**src/rtl/enemy_spawn_scheduler.sv**
```systemverilog
// enemy_spawn_scheduler
//   Schedules respawns of four enemy tanks through one shared spawn point.
//   Each death triggers a respawn delay. Pending requests are granted
//   round-robin, with a cooldown gap between grants, up to a per-wave quota.
//
// Ports
//   i_clk_4Hz      game tick clock
//   i_rst          asynchronous active-high reset
//   i_game_en      1 runs the wave, 0 aborts it and returns to IDLE
//   i_tank_state   bit i = 1 while enemy tank i is alive
//   i_spawn_busy   spawn area occupied; blocks grants
//   o_tank_en      one-hot (or zero) spawn enable
//   o_grant_id     index of the last granted tank
//   o_remain_cnt   spawns left in the wave
//   o_wave_clear   high in DONE
//
// Optional feature macro: SPAWN_RETRY_EN
//   defined   : a failed spawn re-requests immediately and refunds the quota
//   undefined : a failed spawn is treated as a death (respawn delay, no refund)
//
// state | meaning
// IDLE  | waiting for game_en
// RUN   | counting down the gap, arbitrating pending requests
// SPAWN | tank_en held high for the granted tank
// DONE  | quota used up and all tanks dead; wave_clear high
module enemy_spawn_scheduler #(
    parameter int START_DLY   = 3,
    parameter int SPAWN_HOLD  = 4,
    parameter int GAP         = 7,
    parameter int RESPAWN_DLY = 12,
    parameter int WAVE_TOTAL  = 20
) (
    input  logic       i_clk_4Hz,
    input  logic       i_rst,
    input  logic       i_game_en,
    input  logic [3:0] i_tank_state,
    input  logic       i_spawn_busy,
    output logic [3:0] o_tank_en,
    output logic [1:0] o_grant_id,
    output logic [7:0] o_remain_cnt,
    output logic       o_wave_clear
);

    localparam logic [7:0] C_START = 8'(START_DLY);
    localparam logic [7:0] C_HOLD  = 8'(SPAWN_HOLD - 1);
    localparam logic [7:0] C_GAP   = 8'(GAP);
    localparam logic [7:0] C_RESP  = 8'(RESPAWN_DLY);
    localparam logic [7:0] C_WAVE  = 8'(WAVE_TOTAL);

    typedef enum logic [1:0] {S_IDLE, S_RUN, S_SPAWN, S_DONE} state_t;

    state_t      r_state, w_state_n;
    logic [3:0]  r_req, w_req_n;
    logic [7:0]  r_dly [4];
    logic [7:0]  w_dly_n [4];
    logic [7:0]  r_gap, w_gap_n;
    logic [7:0]  r_hold, w_hold_n;
    logic [1:0]  r_ptr, w_ptr_n;
    logic [3:0]  r_tank_en, w_tank_en_n;
    logic [1:0]  r_grant_id, w_grant_id_n;
    logic [7:0]  r_remain, w_remain_n;
    logic [3:0]  r_ts_d;

    logic        w_gnt_vld;
    logic [1:0]  w_gnt;
    logic        w_can_grant;

    // Round-robin search from r_ptr upward; iterating the largest offset first
    // lets the nearest set request overwrite the others.
    always_comb begin
        w_gnt_vld = 1'b0;
        w_gnt     = r_ptr;
        for (int k = 3; k >= 0; k--) begin
            if (r_req[r_ptr + 2'(k)]) begin
                w_gnt_vld = 1'b1;
                w_gnt     = r_ptr + 2'(k);
            end
        end
    end

    assign w_can_grant = (r_gap == 8'd0) && w_gnt_vld && !i_spawn_busy && (r_remain != 8'd0);

    always_comb begin
        w_state_n    = r_state;
        w_req_n      = r_req;
        w_dly_n      = r_dly;
        w_gap_n      = r_gap;
        w_hold_n     = r_hold;
        w_ptr_n      = r_ptr;
        w_tank_en_n  = r_tank_en;
        w_grant_id_n = r_grant_id;
        w_remain_n   = r_remain;

        // Respawn delays and death detection run in both active states.
        if (r_state == S_RUN || r_state == S_SPAWN) begin
            for (int i = 0; i < 4; i++) begin
                if (r_dly[i] != 8'd0) begin
                    w_dly_n[i] = r_dly[i] - 8'd1;
                    if (r_dly[i] == 8'd1)
                        w_req_n[i] = 1'b1;
                end
                if (r_ts_d[i] && !i_tank_state[i] && !r_req[i] &&
                    (r_dly[i] == 8'd0) && !r_tank_en[i])
                    w_dly_n[i] = C_RESP;
            end
        end

        case (r_state)
            S_IDLE: begin
                if (i_game_en) begin
                    w_state_n  = S_RUN;
                    w_req_n    = 4'b1111;
                    w_remain_n = C_WAVE;
                    w_gap_n    = C_START;
                    w_ptr_n    = 2'd0;
                end
            end
            S_RUN: begin
                if (r_gap != 8'd0)
                    w_gap_n = r_gap - 8'd1;
                if (w_can_grant) begin
                    w_tank_en_n    = 4'b0001 << w_gnt;
                    w_grant_id_n   = w_gnt;
                    w_req_n[w_gnt] = 1'b0;
                    w_remain_n     = r_remain - 8'd1;
                    w_ptr_n        = w_gnt + 2'd1;
                    w_hold_n       = C_HOLD;
                    w_state_n      = S_SPAWN;
                end else if ((r_remain == 8'd0) && (i_tank_state == 4'b0000) && (r_gap == 8'd0)) begin
                    w_state_n = S_DONE;
                end
            end
            S_SPAWN: begin
                if (r_hold == 8'd0) begin
                    w_tank_en_n = 4'b0000;
                    w_gap_n     = C_GAP;
                    w_state_n   = S_RUN;
                    if (!i_tank_state[r_grant_id]) begin
`ifdef SPAWN_RETRY_EN
                        w_req_n[r_grant_id] = 1'b1;
                        w_remain_n          = r_remain + 8'd1;
`else
                        w_dly_n[r_grant_id] = C_RESP;
`endif
                    end
                end else begin
                    w_hold_n = r_hold - 8'd1;
                end
            end
            S_DONE: begin
                w_req_n = 4'b0000;
                w_dly_n = '{default: 8'd0};
            end
            default: w_state_n = S_IDLE;
        endcase

        // Abort overrides everything else; remain_cnt is kept for inspection.
        if (r_state != S_IDLE && !i_game_en) begin
            w_state_n   = S_IDLE;
            w_req_n     = 4'b0000;
            w_dly_n     = '{default: 8'd0};
            w_tank_en_n = 4'b0000;
        end
    end

    always_ff @(posedge i_clk_4Hz or posedge i_rst) begin
        if (i_rst) begin
            r_state    <= S_IDLE;
            r_req      <= 4'b0000;
            r_dly      <= '{default: 8'd0};
            r_gap      <= 8'd0;
            r_hold     <= 8'd0;
            r_ptr      <= 2'd0;
            r_tank_en  <= 4'b0000;
            r_grant_id <= 2'd0;
            r_remain   <= 8'd0;
            r_ts_d     <= 4'b0000;
        end else begin
            r_state    <= w_state_n;
            r_req      <= w_req_n;
            r_dly      <= w_dly_n;
            r_gap      <= w_gap_n;
            r_hold     <= w_hold_n;
            r_ptr      <= w_ptr_n;
            r_tank_en  <= w_tank_en_n;
            r_grant_id <= w_grant_id_n;
            r_remain   <= w_remain_n;
            r_ts_d     <= i_tank_state;
        end
    end

    assign o_tank_en    = r_tank_en;
    assign o_grant_id   = r_grant_id;
    assign o_remain_cnt = r_remain;
    assign o_wave_clear = (r_state == S_DONE);

endmodule

```
**config.mk**
```make
export PLATFORM = sky130hd
export DESIGN_NAME = enemy_spawn_scheduler
export DESIGN_NICKNAME = d
export VERILOG_FILES = /design/src/rtl/enemy_spawn_scheduler.sv
export SDC_FILE = /design/constraint.sdc
export NUM_CORES = 1
export LEC_CHECK = 0
export ABC_CLOCK_PERIOD_IN_PS = 2100
export CAP_MARGIN = 5
export CELL_PAD_IN_SITES_DETAIL_PLACEMENT = 1
export CELL_PAD_IN_SITES_GLOBAL_PLACEMENT = 1
export CORE_MARGIN = 2
export CORE_UTILIZATION = 35
export DETAILED_ROUTE_END_ITERATION = 10
export GPL_TIMING_DRIVEN = 0
export PLACE_DENSITY = 0.7
export SLEW_MARGIN = 20
export SYNTH_ARGS = -nofsm -noshare
export SYNTH_HDL_FRONTEND = slang
export SYNTH_SLANG_ARGS = --single-unit
```
**constraint.sdc**
```tcl
create_clock -name i_clk_4Hz -period 2.1 [get_ports i_clk_4Hz]
set_input_delay 0.21 -clock i_clk_4Hz [delete_from_list [all_inputs] [get_ports i_clk_4Hz]]
set_output_delay 0.21 -clock i_clk_4Hz [all_outputs]
set_load 0.05 [all_outputs]
```
# Word-level counts from Yosys, hierarchy flattened
# Cells that the tools add are included.
dict set report op_classes {
  magnitude_cmp 9
  addsub 11
  n_mux 71
  bitwise 6
  reduce_logical 66
  n_mul 0
  n_shift 1
  n_eq_ne 16
  div_mod_pow 0
}
# operator n
set ops {}
lappend ops {{2-to-1 mux 32 bit} 4}
lappend ops {{2-to-1 mux 8 bit} 16}
lappend ops {{case mux 32 bit (2 select lines)} 1}
lappend ops {{zero test 8 bit} 7}
lappend ops {{subtractor 8 x 1 -> 8 bit (second input constant)} 7}
lappend ops {{nonzero test 8 bit} 6}
lappend ops {{== test 8 x 1 -> 1 bit (second input constant)} 4}
lappend ops {{case mux 8 bit (2 select lines)} 2}
lappend ops {{2-to-1 mux 4 bit} 7}
lappend ops {{bitwise AND 24 bit} 1}
lappend ops {{logical AND 1 bit} 24}
lappend ops {{NOT 24 bit} 1}
lappend ops {{case mux 8 bit (3 select lines)} 1}
lappend ops {{2-to-1 mux 2 bit} 11}
lappend ops {{less-than comparator 2 x 3 -> 1 bit (second input constant)} 6}
lappend ops {{2-to-1 mux 1 bit} 18}
lappend ops {{demux 8 bit (select 2 bit)} 1}
lappend ops {{zero test 1 bit} 14}
lappend ops {{case mux 4 bit (3 select lines)} 1}
lappend ops {{binary-select mux 1 bit (select 2 bit)} 5}
lappend ops {{AND reduction 3 bit} 3}
lappend ops {{OR 8 bit} 1}
lappend ops {{case mux 4 bit (2 select lines)} 1}
lappend ops {{AND reduction 4 bit} 2}
lappend ops {{27 further kinds} 36}
dict set report totals {
  rom_bits 0
  ram_bits 0
  n_memories 0
  latch_bits 0
  register_bits 74
  wordCells 193
  input_bits 8
}

# Logic depth before layout (Yosys ltp)
dict set report depth {
  ltp_word 16
  mapped_depth 8
  depth_no_buf 8
}

# Worst setup path after synthesis
# No wires, ideal clock.
dict set report synth_path {
  path_type {reg-to-reg}
  startpoint {register r_remain[0] (netlist: o_remain_cnt[0])}
  endpoint {register r_hold[7]}
  stages_incl_launch_ff 9
  slack_ns -0.224
  setup_time_ns 0.077
  t_arrival_ns 2.246
  period_less_slack_ns 2.324
  path_buffers 1
  cell_sequence {dfrtp_1 inv_1 ha_1 nor3b_2 a211oi_4 a21oi_2 buf_6 or3_1 a21oi_1}
}
dict set report synth_between {
  elab_chain_len 4
}
# item line_no
set synth_lines {}
lappend synth_lines {{start: declaration} 61} ;# logic [7:0] r_remain, w_remain_n;
lappend synth_lines {{start signal: assignment} 187} ;# r_remain <= w_remain_n;
lappend synth_lines {{nonzero test 8 bit} 81} ;# assign w_can_grant = (r_gap == 8'd0) && w_gnt_vld && !i_spawn_busy && (r_remain != 8'd0);
lappend synth_lines {{logical AND 1 bit} 81}
lappend synth_lines {{inequality test 2 bit (no source line)} -}
lappend synth_lines {{AND reduction 3 bit (no source line)} -}
lappend synth_lines {{end signal: assignment} 183} ;# r_hold <= w_hold_n;
lappend synth_lines {{end: declaration} 57} ;# logic [7:0] r_hold, w_hold_n;
# Every way passes these cells.
# A chain may end at the register's enable or synchronous reset.

# Worst setup path after layout
dict set report layout_path {
  startpoint {register r_state[1]}
  endpoint {register r_gap[5]}
}
dict set report layout_between {
  elab_chain_len 3
}
# item line_no
set layout_lines {}
lappend layout_lines {{start: declaration} 52} ;# state_t r_state, w_state_n;
lappend layout_lines {{start signal: assignment} 179} ;# r_state <= w_state_n;
lappend layout_lines {{== test 2 bit (tied with other cells)} 108} ;# case (r_state)
lappend layout_lines {{inequality test 2 x 1 -> 1 bit (no source line) (tied with other cells)} -}
lappend layout_lines {{AND reduction 4 bit (no source line)} -}
lappend layout_lines {{end signal: assignment} 182} ;# r_gap <= w_gap_n;
lappend layout_lines {{end: declaration} 56} ;# logic [7:0] r_gap, w_gap_n;
# Several ways; a longest one is shown, not always the timed one.

==> metrics.txt <==
outcome finished clean; share of layout cells above drive strength 1 18.3%; Placer Congestion just over 0.8; DRT antenna net count 0; fin crit share 97.2%; CTS Sinks 74; number of flops mapped to enable cells by yosys 0; Post-Synthesis Cells 503; Yosys reg bits 74; CTS buffer count 9; Pwr Total 10.2 mW; Post-synth top cells 74 x dfrtp_1, 54 x nand2_1, 44 x nor2_1; Worst Hold Class in2async; area of the core around 0.013 sq mm; Clock Pin Slew Worst Setup and Hold Paths 0.07 ns; vias per inst 5.62; Synthesized Nets 537; mean post-synth cell area 8.97 sq um; Max Root-Sink Buffers 2; DP Cell Count 699; Seq/Total Area, Yosys 41.0%; Yosys top cell by area dfrtp_1; max-cap violations 0; FFs w/ async S/R, synth between 90% and 100%; DR iter-0 viols 211; VDD IR max 0.860 mV; CP arrival 2.30 ns; Hold-fix buffers, CTS 0; Initial Util between 30% and 40%; clock skew 0.0139 ns; Lkg Pwr 2.40 nW; total wire length 13900 microns; Slew Limit Fails 0; total gr overflow 0; mapped cell area between 0.004 and 0.005 sq mm; Post-DP HPWL roughly 9700 microns; Yosys top cell area share 41.0%; top cells by area, synth dfrtp_1 41%, ha_1 7.2%, nand2_1 4.5%; initial antenna violation count 0; Fmax slightly below 500 MHz; full die area 0.0138 sq mm; # setup viols final 0; most numerous cell in the Yosys netlist dfrtp_1; area grow syn2layout 27.3%; YS warnings 0; Slew headroom 52.9%; multi-input logic area 0.00278 sq mm; pin count of the biggest net entering global routing 30; Routed WL per cell around 19 microns; CTS tree built; prevailing post-synth register cell dfrtp_1; I/O pin count 23; Setup crit end kind flop; Worst-Margin Slew 0.705 ns; die width 118 microns; RSZ-0062 raised after global routing yes; Die Ht 118 microns; Yosys cell types between 60 and 70; Fill cells 1478; FF+latch area 0.00186 sq mm; CP Launch Type flop; H-tree depth 3; antenna cell count 0; vias in the first global route 4368; layout net count a little under 600; first-pass iteration count of the detailed router 4; num rows 41; Power Density between 1500 and 2000 mW/mm^2; Clock Tree Root clkbuf_16; clock latency on the worst-skew pair approximately 0.36 ns; drc violations 0; # port buffers 22; total negative slack 0 ns; Crit Path Class reg2reg; vias 4098; global-route wire length before repair between 20000 and 25000 microns; Finished Layout Cells 729; final critical-path required period between 2 and 2.5 ns; Hold Vio Cnt, Final 0; overall routing resource usage 20.5%; Max FO, Critical Path 8; Req. time, crit path 2.36 ns
layout by cell type, fill, tap and decap left out, drive strengths merged, types with 19 or more instances in the layout:
| cell | instances |
|---|---|
| buf | 20 |
| nor3 | 25 |
| nor2 | 44 |
| ha | 26 |
| clkbuf | 19 |
| dfrtp | 74 |
| inv | 24 |
| a21oi | 37 |
| o21ai | 43 |
| nand2 | 55 |
| clkdlybuf4s50 | 21 |
kinds of logic after synthesis:
kind of cell,share of synthesized area [%]
AOI/OAI and AO/OA,18.6
xor gates and xnor gates,1.55
adders and majority gates,7.21
buffers and inverters,3.36
DFF,41.0
muxes,1.41
and+or+nand+nor,26.8
worst max-delay path, cell delays in order, from the launching register on:
cell and delay, ns:
dfrtp_1 0.39, inv_1 0.12, ha_4 0.29, buf_4 0.18
inv_4 0.10, o21ai_4 0.19, nand2_4 0.10, or4b_1 0.47
o211ai_1 0.11
area by class of cell:
cell class,count,area share [%]
multi-input cells,392,48.4
flip-flops and latches,74,32.3
repair buffers,38,6.60
clock buffers,10,4.16
well taps,172,3.75
inverters,24,1.68
clock inverters,6,1.55
plain buffers,13,1.55
flip-flops by register name, indices dropped and copies added (netlist names):
register	flops
r_ptr	2
r_ts_d	4
o_grant_id	2
r_req	4
o_tank_en	4
r_state	2
r_gap	8
r_hold	8
o_remain_cnt	8
r_dly	32
where the power goes:
group          internal, mW  switching (mW)  leakage [nW]
logic                  2.26            3.51          1.30
clock network          1.07           0.653         0.155
registers              1.97           0.718         0.948
total                  5.30            4.88          2.40
metal layers:
layer  up-vias  wire, microns  GRT usage [%]
met2        56           6840           34.0
met1      2079           6400           26.9
li1       1941              -              -
met3        22            341           3.15
met4         0            282           8.13
met5         -              0              0
metrics by stage:
stage	utilization [%]	setup WS, ns	hold WS [ns]	cell area (sq um)
detailed placement	39.6	-0.540	0.495	5000
floorplan	-	-0.00442	0.241	4520
finish	45.5	0.0596	0.318	5750
global route	45.5	-0.0648	0.411	5750
global placement	39.3	-0.521	0.494	4950
CTS	43.4	-0.0640	0.353	5470
worst paths after layout:
kind	from	end	slack, ns	depth (start not counted)
setup / recovery	r_state[1]$_DFFE_PP0P_	r_gap[5]$_DFFE_PP0P_	0.06	8
hold / removal	i_rst	r_dly[29]$_DFF_PP0_	0.32	2
setup reg to reg	r_state[1]$_DFFE_PP0P_	r_gap[5]$_DFFE_PP0P_	0.06	8
hold reg to reg	r_gap[0]$_DFFE_PP0P_	r_gap[0]$_DFFE_PP0P_	0.51	2
max in group asynchronous	i_rst	r_dly[9]$_DFF_PP0_	1.03	4
min in group i_clk_4Hz	i_tank_state[0]	r_ts_d[0]$_DFF_PP0_	0.44	1
timing repair:
action | 4_1_cts | 5_1_grt
resized for setup | 33 | 40
setup endpoints to repair | 60 | 50
setup buffers | 4 | 10
pin swaps | 3 | 8
Power figures use the tool's default switching activity.
